File: src/rtl/oifs_tx_engine.sv
// FT2232H fast opto-isolated serial transmitter.
// Queues {channel, data} words in a FIFO, derives FSCLK from i_clk and
// shifts frames out on FSDI (start, data LSB-first, channel) under FSCTS.
module oifs_tx_engine #(
  parameter int DATA_W     = 8,
  parameter int FIFO_DEPTH = 16,
  parameter int CLK_DIV    = 2,
  parameter int CTS_SYNC   = 2
) (
  input  logic                          i_clk,
  input  logic                          i_arst,
  input  logic                          i_valid,
  input  logic [DATA_W-1:0]             i_data,
  input  logic                          i_channel,
  output logic                          o_ready,
  output logic [$clog2(FIFO_DEPTH):0]   o_level,
  output logic                          o_busy,
  input  logic                          i_fscts,
  output logic                          o_fsclk,
  output logic                          o_fsdi
);

  localparam int AW   = $clog2(FIFO_DEPTH);
  localparam int LW   = AW + 1;
  localparam int CW   = $clog2(CLK_DIV);
  localparam int HALF = CLK_DIV / 2;
  localparam int BW   = $clog2(DATA_W + 1);

  typedef enum logic [2:0] {
    IDLE,
    START,
    DATA,
    CHAN,
    GAP
  } state_t;

  state_t              state;
  logic [CW-1:0]       div_cnt;
  logic [CW-1:0]       div_nxt;
  logic                tick;
  logic [CTS_SYNC-1:0] cts_sync;
  logic                w_cts;
  logic [DATA_W:0]     mem [FIFO_DEPTH];
  logic [AW-1:0]       wr_ptr;
  logic [AW-1:0]       rd_ptr;
  logic [LW-1:0]       level;
  logic                push;
  logic                pop;
  logic                start_ok;
  logic [DATA_W-1:0]   shreg;
  logic                chan_bit;
  logic [BW-1:0]       bit_idx;

  assign tick     = (div_cnt == CW'(CLK_DIV - 1));
  assign div_nxt  = tick ? '0 : div_cnt + 1'b1;
  assign w_cts    = cts_sync[CTS_SYNC-1];
  assign o_ready  = (level < LW'(FIFO_DEPTH));
  assign push     = i_valid && o_ready;
  assign start_ok = ((state == IDLE) || (state == GAP)) && (level != '0) && w_cts;
  assign pop      = tick && start_ok;
  assign o_level  = level;
  assign o_busy   = (state != IDLE) || (level != '0);

  // Free-running divider; fsclk falls on the tick edge, rises at mid-period.
  always_ff @(posedge i_clk or posedge i_arst) begin
    if (i_arst) begin
      div_cnt <= '0;
      o_fsclk <= 1'b1;
    end else begin
      div_cnt <= div_nxt;
      o_fsclk <= (div_nxt >= CW'(HALF));
    end
  end

  // Clear-to-send synchroniser chain.
  always_ff @(posedge i_clk or posedge i_arst) begin
    if (i_arst) begin
      cts_sync <= '0;
    end else begin
      cts_sync <= {cts_sync[CTS_SYNC-2:0], i_fscts};
    end
  end

  // FIFO storage; contents are invalidated by the pointer reset.
  always_ff @(posedge i_clk) begin
    if (push) begin
      mem[wr_ptr] <= {i_channel, i_data};
    end
  end

  // FIFO pointers and occupancy.
  always_ff @(posedge i_clk or posedge i_arst) begin
    if (i_arst) begin
      wr_ptr <= '0;
      rd_ptr <= '0;
      level  <= '0;
    end else begin
      if (push) wr_ptr <= wr_ptr + 1'b1;
      if (pop)  rd_ptr <= rd_ptr + 1'b1;
      case ({push, pop})
        2'b10:   level <= level + 1'b1;
        2'b01:   level <= level - 1'b1;
        default: level <= level;
      endcase
    end
  end

  // Frame serialiser, advanced on ticks only.
  // The GAP tick makes the same start decision as IDLE, so the single idle
  // bit after the channel bit is the full inter-frame gap when CTS stays high.
  always_ff @(posedge i_clk or posedge i_arst) begin
    if (i_arst) begin
      state    <= IDLE;
      o_fsdi   <= 1'b1;
      shreg    <= '0;
      chan_bit <= 1'b0;
      bit_idx  <= '0;
    end else if (tick) begin
      case (state)
        IDLE, GAP: begin
          if (start_ok) begin
            {chan_bit, shreg} <= mem[rd_ptr];
            o_fsdi            <= 1'b0;
            state             <= START;
          end else begin
            o_fsdi <= 1'b1;
            state  <= IDLE;
          end
        end
        START: begin
          o_fsdi  <= shreg[0];
          shreg   <= shreg >> 1;
          bit_idx <= BW'(1);
          state   <= DATA;
        end
        DATA: begin
          if (bit_idx == BW'(DATA_W)) begin
            o_fsdi <= chan_bit;
            state  <= CHAN;
          end else begin
            o_fsdi  <= shreg[0];
            shreg   <= shreg >> 1;
            bit_idx <= bit_idx + 1'b1;
          end
        end
        CHAN: begin
          o_fsdi <= 1'b1;
          state  <= GAP;
        end
        default: begin
          o_fsdi <= 1'b1;
          state  <= IDLE;
        end
      endcase
    end
  end

endmodule

File: config.mk
export PLATFORM = sky130hd
export DESIGN_NAME = oifs_tx_engine
export DESIGN_NICKNAME = d
export VERILOG_FILES = /design/src/rtl/oifs_tx_engine.sv
export SDC_FILE = /design/constraint.sdc
export NUM_CORES = 1
export LEC_CHECK = 0
export ABC_AREA = 1
export BUFFER_PORTS_ARGS = -buffer_cell sky130_fd_sc_hd__buf_4
export CAP_MARGIN = 20
export CORE_MARGIN = 5
export CORE_UTILIZATION = 30
export CTS_CLUSTER_SIZE = 30
export DETAILED_ROUTE_END_ITERATION = 8
export HOLD_SLACK_MARGIN = 0.05
export PLACE_DENSITY = 0.4
export RECOVER_POWER = 25
export SYNTH_ARGS = -nofsm -noshare
export SYNTH_HDL_FRONTEND = slang
export SYNTH_SLANG_ARGS = --single-unit
File: constraint.sdc
create_clock -name i_clk -period 2.8 [get_ports i_clk]
set_input_delay 0 -clock i_clk [delete_from_list [all_inputs] [get_ports i_clk]]
set_output_delay 0 -clock i_clk [all_outputs]
set_load 0.02 [all_outputs]
# After elaboration in Yosys (flattened, before gate mapping)
# Memory sizes are Yosys's and may differ from the RTL's.
# Cells that the tools add are included.
# word_totals
mem_count,1
output_inout_bits,9
elab_cells,62
regBits,34
in_bits,13
mem_bits_rw,144
# classes
muxes,15
n_reduce_logical,17
order_cmp,2
eq_ne,10
n_addsub,6
# mem_list
memory,words,word_bits,rd,rd_ports_with_merged_regs,write_ports,line,source
mem,16,9,1,0,1,43,logic [DATA_W:0] mem [FIFO_DEPTH];
# ops
operator,count
$pmux 8 s3,1
$mux 8,2
$add 4x1->4 const B,3
$pmux 3 s4,1
$pmux 5 s2,1
$pmux 4 s2,1
$eq 3x2->1 const B,2
$mux 1,6
$ne 2x2->1 const B,3
$reduce_and 3->1,2
$reduce_bool 3->1,2
$add 5x1->5 const B,1
$lt 5x5->1 const B,1
$reduce_bool 5->1,1
$sub 5x1->5 const B,1
$eq 4x4->1 const B,1
$logic_and 1x1->1,4
$mux 4,1
$reduce_and 4->1,1
$reduce_bool 2->1,2
$eq 3x1->1 const B,1
$eq 3x3->1 const B,1
$logic_not 3->1,1
$mux 3,1
8 further kinds,9

# Depth between registers and ports, before layout
# logic_depth
depth_word,7
depth_mapped,14
ltp_nobuf,14

# Worst setup path before layout
# No wires, ideal clock.
# synth_timing
kind,register -> register
from,register level[4] (netlist: o_level[4])
to,register level[4] (netlist: o_level[4])
path_slack_ns,0.543
stages_incl_launch_ff,15
required_ns,2.735
synth_period_minus_slack_ns,2.257
n_path_buf,0
setup_time_ns,0.065
arrival_ns,2.192
path_cell_list,dfrtp_1 > inv_2 > nand4_1 > nand3_2 > nor2_4 > ha_1 > xor2_1 > ha_1 > inv_1 > nand2_1 > nand3_1 > nand2_1 > xor2_1 > nand2_1 > nand2_1
# synth_between
elab_cells_between_ends,12
classes_between,add/sub: 2; order compare: 1; eq/ne: 2; mux: 1; reduce/logical: 6
# synth_rtl
element,line,source
"start, declared",46,logic [LW-1:0] level;
"start signal, assigned",101,2'b10: level <= level + 1'b1;
"start signal, assigned",102,2'b01: level <= level - 1'b1;
"start signal, assigned",103,default: level <= level;
$lt 5x5->1 (*),57,assign o_ready = (level < LW'(FIFO_DEPTH));
via o_ready,15,"output logic o_ready,"
$logic_and 1x1->1 (*),58,assign push = i_valid && o_ready;
$eq 2x1->1 or $eq 2x2->1 (tied branches),100,"case ({push, pop})"
$pmux 5 s2 or $reduce_bool 2->1 (tied branches),n/a,
# Mark *: on every way through the listed nets, which the timed path passes. The rest lies on a longest branch.
# A chain may end at the register's enable or synchronous reset.

# Worst setup path in the final report
# layout_timing
from,register level[0] (netlist: o_level[0])
to,register level[4] (netlist: o_level[4])
# layout_between
elab_chain_cells,6
elab_cells_between_ends,12
classes_between,add/sub: 2; order compare: 1; eq/ne: 2; mux: 1; reduce/logical: 6
# layout_rtl
element,line,source
$reduce_bool 5->1 (*),59,assign start_ok = ((state == IDLE) || (state == GAP)) && (level != '0) && w_cts;
$logic_and 1x1->1 (*) (2 in a row),59,
$logic_and 1x1->1 (*),60,assign pop = tick && start_ok;
via pop,48,logic pop;
$eq 2x1->1 or $eq 2x2->1 (tied branches),100,
$pmux 5 s2 or $reduce_bool 2->1 (tied branches),n/a,
# Marks and branches as above.

==> report_table.html <==
<table>
<tr><th>Metric</th><th>Value</th></tr>
<tr><th colspan="2">Global route</th></tr>
<tr><td>Global-route congestion overflow total</td><td>0</td></tr>
<tr><td>Via count of the first global-routing pass</td><td>5282</td></tr>
<tr><td>Total routing usage reported by global routing</td><td>0.1384</td></tr>
<tr><td>M1 GR Usage</td><td>0.1798</td></tr>
<tr><td>GR Util met2</td><td>0.2341</td></tr>
<tr><td>Pin count of the biggest net entering global routing</td><td>81</td></tr>
<tr><td>Wire length of the first global-routing pass</td><td>30530 microns</td></tr>
<tr><td>Initial antenna violation count</td><td>0</td></tr>
<tr><td>Most congested layer reported by global routing</td><td>met2</td></tr>
<tr><td>Met3 layer usage reported by global route</td><td>0.02629</td></tr>
<tr><th colspan="2">Worst setup path</th></tr>
<tr><td>Crit Path Category</td><td>register to register</td></tr>
<tr><td>Sort of element at the start of the critical path</td><td>register</td></tr>
<tr><td>Crit path DAT</td><td>2.84 ns</td></tr>
<tr><td>Data required, critical path</td><td>3.17 ns</td></tr>
<tr><td>Largest fanout on the critical path</td><td>10</td></tr>
<tr><td>Sort of element at the end of the critical path</td><td>register</td></tr>
<tr><th colspan="2">Synth</th></tr>
<tr><td>Adder and majority cell fraction of the synthesized area</td><td>0.01741</td></tr>
<tr><td>Compound-gate portion of the synthesized area</td><td>0.02516</td></tr>
<tr><td>Post-synthesis instance area</td><td>0.007906 sq mm</td></tr>
<tr><td>Most common cell in the synthesized netlist</td><td>sky130_fd_sc_hd__nand2_1</td></tr>
<tr><td>Leading cell types by total area after synthesis</td><td>sky130_fd_sc_hd__edfxtp_1 55%, sky130_fd_sc_hd__nand2_1 11%, sky130_fd_sc_hd__dfrtp_1 10%, sky130_fd_sc_hd__nand3_1 6.2%, sky130_fd_sc_hd__inv_1 4.1%</td></tr>
<tr><td>Synthesized netlist net count</td><td>788</td></tr>
<tr><td>Mapped Avg Cell Area</td><td>10.35 sq um</td></tr>
<tr><td>Synthesis Warnings</td><td>0</td></tr>
<tr><td>Synth async-reset ratio</td><td>0.1910</td></tr>
<tr><td>Parity-gate share of the synthesized area counting xor and xnor cells</td><td>0.01329</td></tr>
<tr><td>Distinct cell type count after synthesis</td><td>34</td></tr>
<tr><td>Flip-flop and latch count after synthesis</td><td>178</td></tr>
<tr><td>Fraction of the mapped netlist area in simple logic gates</td><td>0.2182</td></tr>
<tr><td>Share of synthesized area occupied by flip-flops and latches</td><td>0.6549</td></tr>
<tr><td>Share of synthesized area spent on multiplexers</td><td>0.001424</td></tr>
<tr><td>Synth Flop Type</td><td>sky130_fd_sc_hd__edfxtp_1</td></tr>
<tr><td>Cell type contributing the most total cell area after synthesis</td><td>sky130_fd_sc_hd__edfxtp_1</td></tr>
<tr><td>Yosys top cell area share</td><td>0.5469</td></tr>
<tr><td>Synthesized instance count</td><td>764</td></tr>
<tr><td>Main combinational cell family by area after synthesis</td><td>simple AND/OR/NAND/NOR gates</td></tr>
<tr><td>Number of synthesized flops with an enable pin</td><td>144</td></tr>
<tr><td>Top cells by count, synth</td><td>234 x sky130_fd_sc_hd__nand2_1, 144 x sky130_fd_sc_hd__edfxtp_1, 98 x sky130_fd_sc_hd__nand3_1</td></tr>
<tr><th colspan="2">STA</th></tr>
<tr><td>Worst relative slew slack</td><td>0.3179</td></tr>
<tr><td>Count of final hold-check violations</td><td>0</td></tr>
<tr><td>Worst Clk Skew</td><td>0.009463 ns</td></tr>
<tr><td>Post-layout minimum cycle time</td><td>2.470 ns</td></tr>
<tr><td>Slew at the pin closest to its max-slew limit</td><td>1.023 ns</td></tr>
<tr><td>Max-slew violation count</td><td>0</td></tr>
<tr><td># setup viols final</td><td>0</td></tr>
<tr><td>Share of the cycle needed by the critical path after routing</td><td>0.8823</td></tr>
<tr><td>Final Hold Slack</td><td>0.2477 ns</td></tr>
<tr><td>Setup repair after global routing missed its margin</td><td>no</td></tr>
<tr><td>Maximum achievable frequency</td><td>404.8 MHz</td></tr>
<tr><td>Accumulated negative setup slack</td><td>0 ns</td></tr>
<tr><th colspan="2">Die</th></tr>
<tr><td>Number of standard-cell rows in the floorplan</td><td>59</td></tr>
<tr><td>Y dimension of the die</td><td>172.3 microns</td></tr>
<tr><td>Die Width</td><td>172.3 microns</td></tr>
<tr><td>Initial Utilization</td><td>0.3043</td></tr>
<tr><td>Number of top-level pins</td><td>22</td></tr>
<tr><td>Area of the die</td><td>0.02970 sq mm</td></tr>
<tr><td>Area of the core</td><td>0.02598 sq mm</td></tr>
<tr><th colspan="2">Clock tree</th></tr>
<tr><td>Largest buffer count on any clock path</td><td>2</td></tr>
<tr><td>Count of clock tree sinks</td><td>178</td></tr>
<tr><td>CTS buffer count</td><td>17</td></tr>
<tr><td>Clock Pin Slew Worst Setup and Hold Paths</td><td>0.07 ns</td></tr>
<tr><td>CTS root buffer</td><td>sky130_fd_sc_hd__clkbuf_16</td></tr>
<tr><td>CTS H-Tree Depth</td><td>4</td></tr>
<tr><td>Clock tree from TritonCTS</td><td>built</td></tr>
<tr><td>Insertion delay of the later-clocked pin in the worst-skew pair</td><td>0.43 ns</td></tr>
<tr><th colspan="2">Pwr</th></tr>
<tr><td>Power density over the cells</td><td>997.5 mW/mm^2</td></tr>
<tr><td>Leakage power total</td><td>3.791 nW</td></tr>
<tr><td>IR drop worst, VDD</td><td>0.4399 mV</td></tr>
<tr><th colspan="2">Finish</th></tr>
<tr><td>Layout Utilization</td><td>0.3503</td></tr>
<tr><td>Final #Nets</td><td>831</td></tr>
<tr><td>Layout Area Growth over Synthesis</td><td>15.14%</td></tr>
<tr><td>Number of antenna diodes</td><td>0</td></tr>
<tr><td>Share of post-route cells with drive strength above 1</td><td>0.1038</td></tr>
<tr><td>Count of filler cells inserted in the layout</td><td>2618</td></tr>
<tr><th colspan="2">Route</th></tr>
<tr><td>Number of detailed-route iterations in the first pass</td><td>4</td></tr>
<tr><td>Average vias per placed instance</td><td>4.482</td></tr>
<tr><td>Routed WL per cell</td><td>16.76 microns</td></tr>
<tr><td>ANT nets after route</td><td>0</td></tr>
<tr><td>Total vias in the final route</td><td>5172</td></tr>
<tr><td>Iter 0 DRT Violations</td><td>324</td></tr>
<tr><td>Number of remaining DRC errors</td><td>0</td></tr>
<tr><td>Total Routed Length</td><td>19340 microns</td></tr>
<tr><th colspan="2">Worst hold path</th></tr>
<tr><td>Class of the tightest hold or removal check</td><td>input port to asynchronous set/reset pin</td></tr>
<tr><th colspan="2">Place</th></tr>
<tr><td>GPL Wtd Cong</td><td>0.7798</td></tr>
<tr><td>Half-perimeter wire length after placement</td><td>12130 microns</td></tr>
<tr><td>IO Port Bufs</td><td>21</td></tr>
<tr><th colspan="2">Status</th></tr>
<tr><td>Run status</td><td>finished, final reports clean</td></tr>
<tr><th colspan="2">Job</th></tr>
<tr><td>Max-cap violations</td><td>0</td></tr>
</table>
layer usage:
layer | up-vias | wire length (microns)
met4 | 0 | 354
met5 | - | 0
met2 | 84 | 9511
met1 | 2491 | 8796
li1 | 2580 | -
met3 | 17 | 679
layout by cell type, fill, tap and decap left out, types with 11 or more instances in the layout:
cell type / count
sky130_fd_sc_hd__dlygate4sd3_1: 12
sky130_fd_sc_hd__nand3_1: 98
sky130_fd_sc_hd__o21ai_0: 25
sky130_fd_sc_hd__dfrtp_1: 31
sky130_fd_sc_hd__inv_1: 86
sky130_fd_sc_hd__nor2_1: 56
sky130_fd_sc_hd__ha_1: 11
sky130_fd_sc_hd__nand2_1: 234
sky130_fd_sc_hd__clkbuf_16: 17
sky130_fd_sc_hd__edfxtp_1: 144
sky130_fd_sc_hd__xor2_1: 11
sky130_fd_sc_hd__buf_4: 33
area by class of cell:
class	instances	area, sq um	area share
inverter	91	344.1	0.03780
multi-input combinational	464	2178	0.2393
clock inverter	14	132.6	0.01457
clock buffer	17	425.4	0.04673
tap	335	419.2	0.04604
sequential	178	5179	0.5689
timing repair buffer	55	425.4	0.04673
stage by stage:
stage	setup WS, ns	std cells	total power, mW	area, sq um
final	0.3297	1154	9.081	9104
after global routing	0.05997	1154	9.805	9104
after CTS	0.3062	1154	9.227	9134
after detailed placement	0.3324	1111	6.902	8456
after global placement	0.4794	1111	6.856	8456
after floorplan	0.5433	764	5.964	7906
worst max-delay path, stage by stage, from the launching register on:
cell                      delay [ns]
sky130_fd_sc_hd__dfrtp_1        0.44
sky130_fd_sc_hd__nor2_1         0.08
sky130_fd_sc_hd__nand4_1        0.12
sky130_fd_sc_hd__nand3_2        0.17
sky130_fd_sc_hd__nor2_4         0.26
sky130_fd_sc_hd__ha_1           0.34
sky130_fd_sc_hd__xor2_1         0.24
sky130_fd_sc_hd__ha_1           0.18
sky130_fd_sc_hd__inv_1          0.04
sky130_fd_sc_hd__nand2_1        0.09
sky130_fd_sc_hd__nand3_1        0.08
sky130_fd_sc_hd__nand2_1        0.10
sky130_fd_sc_hd__xor2_1         0.15
sky130_fd_sc_hd__nand2_1        0.07
sky130_fd_sc_hd__nand2_1        0.06
where the power goes:
group,total (mW),internal [mW],switching [mW],leakage [nW]
registers,3.46,3.26,0.198,1.71
logic,3.33,1.04,2.29,1.82
clock network,2.29,1.23,1.06,0.263
total,9.08,5.53,3.55,3.79
sequential cells by signal (all words and copies together), names as in the netlist:
register / cells
bit_idx: 4
o_level: 5
div_cnt: 1
shreg: 8
rd_ptr: 4
chan_bit: 1
wr_ptr: 4
state: 3
o_fsdi: 1
o_fsclk: 1
mem: 144
cts_sync: 2
final timing paths:
path | start | endpoint | slack [ns] | cells past startpoint
setup / recovery | o_level[0] | o_level[4] | 0.33 | 14
hold reg to reg | cts_sync[0] | cts_sync[1] | 0.36 | 0
min in group i_clk | i_fscts | cts_sync[0] | 0.25 | 2
setup reg to reg | o_level[0] | o_level[4] | 0.33 | 14
hold / removal | i_arst | cts_sync[1] | 0.25 | 4
max in group asynchronous | i_arst | rd_ptr[0] | 2.20 | 4
what timing repair did:
action | 4_1_cts | 5_1_grt
setup buffers | 0 | 0
hold endpoints to repair | 180 | 0
hold buffers | 12 | 0
resized for setup | 0 | 0
cell families after synthesis:
| family | after synthesis |
|---|---|
| adder cells (fa/ha/maj) | 11 |
| buffers and inverters | 122 |
| XOR/XNOR | 12 |
| multiplexers | 1 |
| AND/OR/NAND/NOR | 404 |
| flip-flops | 178 |
| AO/OA/AOI/OAI | 36 |
Power figures use the tool's default switching activity.
